==> src/rtl/if_stage_if.sv <==
`default_nettype none
// ============================================================================
//  Module      : if_stage_if
//  Description : Bundles the fetch-stage control inputs, the instruction
//                memory port and the IF/ID register outputs.
//                master : the fetch stage itself (drives imem_addr, IF/ID)
//                slave  : the environment (drives stall/redirects/imem_data)
//  Signals     : stall, branch_taken, branch_target[31:0], jump,
//                jump_index[25:0], imem_addr[31:0], imem_data[31:0],
//                instr_out[31:0], pc_plus4_out[31:0], valid_out, halted,
//                fetch_count[31:0]
//  Revision    : 1.0 - initial release
// ============================================================================
interface if_stage_if;
    logic        stall;
    logic        branch_taken;
    logic [31:0] branch_target;
    logic        jump;
    logic [25:0] jump_index;
    logic [31:0] imem_addr;
    logic [31:0] imem_data;
    logic [31:0] instr_out;
    logic [31:0] pc_plus4_out;
    logic        valid_out;
    logic        halted;
    logic [31:0] fetch_count;

    modport master (
        input  stall, branch_taken, branch_target, jump, jump_index, imem_data,
        output imem_addr, instr_out, pc_plus4_out, valid_out, halted, fetch_count
    );

    modport slave (
        output stall, branch_taken, branch_target, jump, jump_index, imem_data,
        input  imem_addr, instr_out, pc_plus4_out, valid_out, halted, fetch_count
    );
endinterface
`default_nettype wire

==> src/rtl/if_stage.sv <==
`default_nettype none
// ============================================================================
//  Module      : if_stage
//  Description : Instruction fetch stage. Holds the PC, presents it to the
//                instruction memory, and captures the returned word plus
//                PC+4 into the IF/ID register. Supports stall, branch and
//                jump redirects, and stops fetching on HALT_OPCODE.
//  Ports       : clk   - clock, all state updates on rising edge
//                reset - synchronous active-high reset
//                bus   - if_stage_if.master (control, imem port, IF/ID)
//  Revision    : 1.0 - initial release
// ============================================================================
module if_stage #(
    parameter logic [31:0] RESET_PC    = 32'h0000_0000,
    parameter logic [5:0]  HALT_OPCODE = 6'b111111
) (
    input  wire logic   clk,
    input  wire logic   reset,
    if_stage_if.master  bus
);

    localparam logic [1:0] c_st_boot = 2'd0;
    localparam logic [1:0] c_st_run  = 2'd1;
    localparam logic [1:0] c_st_halt = 2'd2;

    logic [1:0]  r_state;
    logic [1:0]  w_state_nxt;
    logic [31:0] r_pc;
    logic [31:0] w_pc_nxt;
    logic [31:0] w_pc_plus4;
    logic [31:0] w_jump_target;
    logic        w_load_fetch;
    logic        w_load_bubble;
    logic [31:0] r_instr;
    logic [31:0] r_pc_plus4;
    logic        r_valid;
    logic [31:0] r_fetch_count;

    // Natural 32-bit wrap: 0xFFFFFFFC + 4 = 0
    assign w_pc_plus4    = r_pc + 32'd4;
    assign w_jump_target = {w_pc_plus4[31:28], bus.jump_index, 2'b00};

    // Next-state / next-PC. When neither load flag is set the IF/ID register
    // holds (stall without redirect).
    always_comb begin
        w_state_nxt   = r_state;
        w_pc_nxt      = r_pc;
        w_load_fetch  = 1'b0;
        w_load_bubble = 1'b0;
        case (r_state)
            c_st_boot: begin
                // One settling cycle: PC stays at RESET_PC, nothing fetched
                w_pc_nxt      = RESET_PC;
                w_load_bubble = 1'b1;
                w_state_nxt   = c_st_run;
            end
            c_st_run: begin
                if (bus.branch_taken) begin
                    w_pc_nxt      = bus.branch_target;
                    w_load_bubble = 1'b1;
                end else if (bus.jump) begin
                    w_pc_nxt      = w_jump_target;
                    w_load_bubble = 1'b1;
                end else if (!bus.stall) begin
                    w_pc_nxt     = w_pc_plus4;
                    w_load_fetch = 1'b1;
                    // The halt word itself is still delivered downstream
                    if (bus.imem_data[31:26] == HALT_OPCODE) begin
                        w_state_nxt = c_st_halt;
                    end
                end
            end
            c_st_halt: begin
                // Redirects ignored; only reset leaves this state
                w_load_bubble = 1'b1;
            end
            default: begin
                w_state_nxt   = c_st_boot;
                w_pc_nxt      = RESET_PC;
                w_load_bubble = 1'b1;
            end
        endcase
    end

    always_ff @(posedge clk) begin
        if (reset) begin
            r_state       <= c_st_boot;
            r_pc          <= RESET_PC;
            r_instr       <= 32'd0;
            r_pc_plus4    <= 32'd0;
            r_valid       <= 1'b0;
            r_fetch_count <= 32'd0;
        end else begin
            r_state <= w_state_nxt;
            r_pc    <= w_pc_nxt;
            if (w_load_fetch) begin
                r_instr       <= bus.imem_data;
                r_pc_plus4    <= w_pc_plus4;
                r_valid       <= 1'b1;
                r_fetch_count <= r_fetch_count + 32'd1;
            end else if (w_load_bubble) begin
                r_instr    <= 32'd0;
                r_pc_plus4 <= 32'd0;
                r_valid    <= 1'b0;
            end
        end
    end

    // PC is passed through unmodified, including bits [1:0]
    assign bus.imem_addr    = r_pc;
    assign bus.instr_out    = r_instr;
    assign bus.pc_plus4_out = r_pc_plus4;
    assign bus.valid_out    = r_valid;
    assign bus.halted       = (r_state == c_st_halt);
    assign bus.fetch_count  = r_fetch_count;

endmodule
`default_nettype wire

==> src/flat_wrapper.sv <==
// flat-port wrapper written by rule: the top's interface ports become plain ports
module if_stage_flat 
#(
    parameter logic [31:0] RESET_PC    = 32'h0000_0000,
    parameter logic [5:0]  HALT_OPCODE = 6'b111111
)
  (clk, reset, bus_stall, bus_branch_taken, bus_branch_target, bus_jump, bus_jump_index, bus_imem_data, bus_imem_addr, bus_instr_out, bus_pc_plus4_out, bus_valid_out, bus_halted, bus_fetch_count);
  if_stage_if bus_i ();
  input  wire logic clk;
  input  wire logic reset;
  input wire logic [$bits(bus_i.stall)-1:0] bus_stall;
  input wire logic [$bits(bus_i.branch_taken)-1:0] bus_branch_taken;
  input wire logic [$bits(bus_i.branch_target)-1:0] bus_branch_target;
  input wire logic [$bits(bus_i.jump)-1:0] bus_jump;
  input wire logic [$bits(bus_i.jump_index)-1:0] bus_jump_index;
  input wire logic [$bits(bus_i.imem_data)-1:0] bus_imem_data;
  output wire logic [$bits(bus_i.imem_addr)-1:0] bus_imem_addr;
  output wire logic [$bits(bus_i.instr_out)-1:0] bus_instr_out;
  output wire logic [$bits(bus_i.pc_plus4_out)-1:0] bus_pc_plus4_out;
  output wire logic [$bits(bus_i.valid_out)-1:0] bus_valid_out;
  output wire logic [$bits(bus_i.halted)-1:0] bus_halted;
  output wire logic [$bits(bus_i.fetch_count)-1:0] bus_fetch_count;
  assign bus_i.stall = bus_stall;
  assign bus_i.branch_taken = bus_branch_taken;
  assign bus_i.branch_target = bus_branch_target;
  assign bus_i.jump = bus_jump;
  assign bus_i.jump_index = bus_jump_index;
  assign bus_i.imem_data = bus_imem_data;
  assign bus_imem_addr = bus_i.imem_addr;
  assign bus_instr_out = bus_i.instr_out;
  assign bus_pc_plus4_out = bus_i.pc_plus4_out;
  assign bus_valid_out = bus_i.valid_out;
  assign bus_halted = bus_i.halted;
  assign bus_fetch_count = bus_i.fetch_count;
  if_stage #(.RESET_PC(RESET_PC), .HALT_OPCODE(HALT_OPCODE)) u_core (.clk(clk), .reset(reset), .bus(bus_i));
endmodule
==> config.mk <==
export PLATFORM = sky130hd
export DESIGN_NAME = if_stage_flat
export DESIGN_NICKNAME = d
export VERILOG_FILES = /design/src/rtl/if_stage_if.sv /design/src/rtl/if_stage.sv /design/src/flat_wrapper.sv
export SDC_FILE = /design/constraint.sdc
export NUM_CORES = 1
export LEC_CHECK = 0
export BUFFER_PORTS_ARGS = -buffer_cell sky130_fd_sc_hd__buf_2
export CORE_ASPECT_RATIO = 1.5
export CORE_MARGIN = 10
export CORE_UTILIZATION = 54
export DETAILED_ROUTE_END_ITERATION = 8
export PLACE_DENSITY_LB_ADDON = 0.1
export SLEW_MARGIN = 25
export SYNTH_ARGS = -nofsm -noshare
export SYNTH_HDL_FRONTEND = slang
export SYNTH_SLANG_ARGS = --single-unit
==> constraint.sdc <==
create_clock -name clk -period 4.2 [get_ports clk]
set_clock_uncertainty 0.2 [all_clocks]
set_input_delay 0.84 -clock clk [delete_from_list [all_inputs] [get_ports clk]]
set_output_delay 0.84 -clock clk [all_outputs]
set_load 0.05 [all_outputs]
==> flow_metrics.tcl <==
set metrics [dict create \
    grt_usage 0.2565 \
    leakage_nw 3.547 \
    crit_cells 6 \
    crit_arrival_ns 3.03 \
    synth_fp_nets 835 \
    max_slew_margin 0.5022 \
    syn_to_final_growth_pct 28.76 \
    synth_edf_count 0 \
    synth_area_leader_cell "dfxtp_1" \
    finalSetupTns_ns 0 \
    ctsRootBufferMaster "clkbuf_16" \
    port_buffers 224 \
    drive_above_1_share 0.2896 \
    fin_hold_ws_ns 0.2477 \
    clk_pin_slew_worst_paths_ns 0.06 \
    wl_um 21020 \
    tightestPinTransition_ns 0.7467 \
    hold_end "u_core.bus.pc_plus4_out[27]$_SDFFE_PP0P_" \
    drtAntennaViolNets 0 \
    post_cts_resized 0 \
    overflow 0 \
    yosysMostFrequentCell "dfxtp_1" \
    synth-async-reset-ratio 0 \
    peakVddDrop_mv 0.2657 \
    clock-sinks 131 \
    die_h_um 151.3 \
    fillers 951 \
    powerDensity_mw_per_mm2 385.0 \
    antenna_found_initial 3 \
    crit_required_ns 4.35 \
    htreeDepth 4 \
    worstSetupPathType "input port to flop" \
    first_pass_iters 6 \
    final_nets 1044 \
    synth_area_leaders "dfxtp_1 42%, mux2i_1 7.3%, nor2_1 6.0%" \
    grt_max_degree 54 \
    cpMaxStageDelayCell "or4b_4" \
    vias 6381 \
    via_per_inst 5.749 \
    wl_per_cell_um 18.94 \
    drc 0 \
    max-clock-path-buffers 2 \
    power_w 0.003077 \
    syn_inst 738 \
    io_pins 225 \
    path_cells "buf_2 > nor4b_4 > and3_1 > or4b_4 > or4_1 > a21oi_1" \
    min-delay-start "u_core.bus.pc_plus4_out[27]$_SDFFE_PP0P_" \
    setup_ws_ns 1.318 \
    avgSynthCellArea_um2 8.411 \
    cp_top_family "simple AND/OR/NAND/NOR gates" \
    hold_viol_final 0 \
    cp_max_fo 32 \
    synth_common_cells "131 x dfxtp_1, 100 x nor2_1, 60 x o21ai_0, 56 x nand2_1, 45 x mux2i_1" \
    worst-r2r-cell-count 6 \
    dieArea_mm2 0.01627 \
    setup.worst_path.start "bus_branch_taken" \
    ys_types 60 \
    grt_pass1_wl_um 33510 \
    critPathCaptureType "flop" \
    critical-path-max-stage-delay_ns 0.59 \
    min_period_ns 2.882 \
    reg2reg_slack_ns 1.57 \
    yosysWarnings 0 \
    start_util 0.5555 \
    r2r_start "u_core.bus.imem_addr[2]$_SDFFE_PP0P_" \
    reg2reg_to "u_core.bus.imem_addr[28]$_SDFFE_PP0P_" \
    cts_made_buffers 17 \
    setup.worst_path.start_class "input port" \
    cts_hold_buf 0 \
    timing.max_cap.violations 0 \
    whs_path_depth 2 \
    clock_latency_ns 0.42 \
    slew_violations 0 \
    pre_cts_slack_ns 0.8835 \
    hold_path.class "flop to flop" \
    std_cell_rows 47 \
    finalSetupViolCount 0 \
    cts_tree "done" \
    synth_top_area_share 0.4225 \
    yosysSeqAreaShare 0.4225 \
    dp_hpwl_um 16130 \
    place_congestion 0.9447 \
    post_cts.repair.setup_buffers 0 \
    core_region_area_mm2 0.01117 \
    rsz0062_at_grt "no" \
    min_period_over_period 0.6862 \
    first_global_vias 6532 \
    max_freq_mhz 347.0 \
    die_w_um 107.5 \
    critPathBufInv 1 \
    netlist_area_mm2 0.006207 \
    outcome "complete, no violations" \
    synthFlopType "dfxtp_1" \
    synth-seq-cells 131 \
    drtIter0Drc 393 \
]
[sequential cells by signal, summed over array words and instances (netlist names)]
signal                   cells
u_core.bus.fetch_count      32
u_core.bus.imem_addr        32
u_core.bus.instr_out        32
u_core.bus.pc_plus4_out     32
u_core.r_state               2
u_core.bus.valid_out         1
[cells by family after synthesis]
logic type / synth area share
DFF: 0.4225
xor gates and xnor gates: 0.05644
and+or+nand+nor: 0.2381
muxes: 0.07257
adders and majority gates: 0.004031
AOI/OAI and AO/OA: 0.1669
buffers and inverters: 0.03951
[per-stage QoR]
step,cells,instance area (µm²),util
after floorplan,738,6207,-
after global placement,1075,7398,0.6622
after detailed placement,1075,7398,0.6622
after CTS,1107,7985,0.7147
after global routing,1109,7990,0.7151
final,1110,7993,0.7153
[worst register-to-register path: stages (launching register included)]
cell,delay (ns)
dfxtp_1,0.46
ha_1,0.41
nand4_1,0.16
or2_2,0.35
nor4_1,0.56
o21ai_0,0.15
a21bo_2,0.24
[cell type report]
type | instances | area [µm²] | share of cell area
multi-input combinational | 548 | 3339 | 0.4178
sequential | 131 | 2623 | 0.3281
timing repair buffer | 234 | 1196 | 0.1497
clock buffer | 17 | 425.4 | 0.05322
tap | 147 | 183.9 | 0.02301
clock inverter | 15 | 161.4 | 0.02019
inverter | 15 | 56.30 | 0.007044
antenna | 3 | 7.507 | 0.0009393
[per-layer routing]
metal	GRT usage	wire (µm)	vias up
met1	0.2648	7433	2947
met2	0.4382	10540	302
met4	0.1562	1009	2
met3	0.08635	2021	62
met5	0	13	-
li1	-	-	3068
[worst max-delay path by stage]
stage          slack, ns                                      end
2_1_floorplan       1.25  u_core.bus.fetch_count[30]$_SDFFE_PP0P_
3_3_place_gp        0.94  u_core.bus.fetch_count[30]$_SDFFE_PP0P_
3_5_place_dp        0.88  u_core.bus.fetch_count[29]$_SDFFE_PP0P_
4_1_cts             1.31  u_core.bus.fetch_count[29]$_SDFFE_PP0P_
5_1_grt             1.15  u_core.bus.fetch_count[29]$_SDFFE_PP0P_
6_report            1.32  u_core.bus.fetch_count[29]$_SDFFE_PP0P_
[where the power goes]
part           switching (W)  internal, W  total [W]
clock               0.000632     0.000843    0.00147
sequential         0.0000303      0.00126    0.00129
combinational       0.000200     0.000108   0.000309
[placed cells by master (no fill, tap or decap), types with 4 or more instances in the layout]
master / n
buf_2: 224
dfxtp_1: 131
nor2_1: 100
o21ai_0: 60
nand2_1: 56
mux2i_1: 45
a21oi_1: 35
nand3_1: 32
xnor2_1: 26
or3_1: 19
nand4_1: 18
clkbuf_16: 17
nor3_1: 16
xor2_1: 14
a22oi_1: 14
inv_1: 13
and3_1: 11
o22ai_1: 10
buf_4: 10
a22o_1: 8
and4_1: 7
nor2b_1: 6
a31oi_1: 6
nand2b_1: 5
o31ai_1: 5
nor4_1: 5
inv_6: 5
clkinv_4: 4
inv_8: 4
Power figures use the tool's default switching activity.
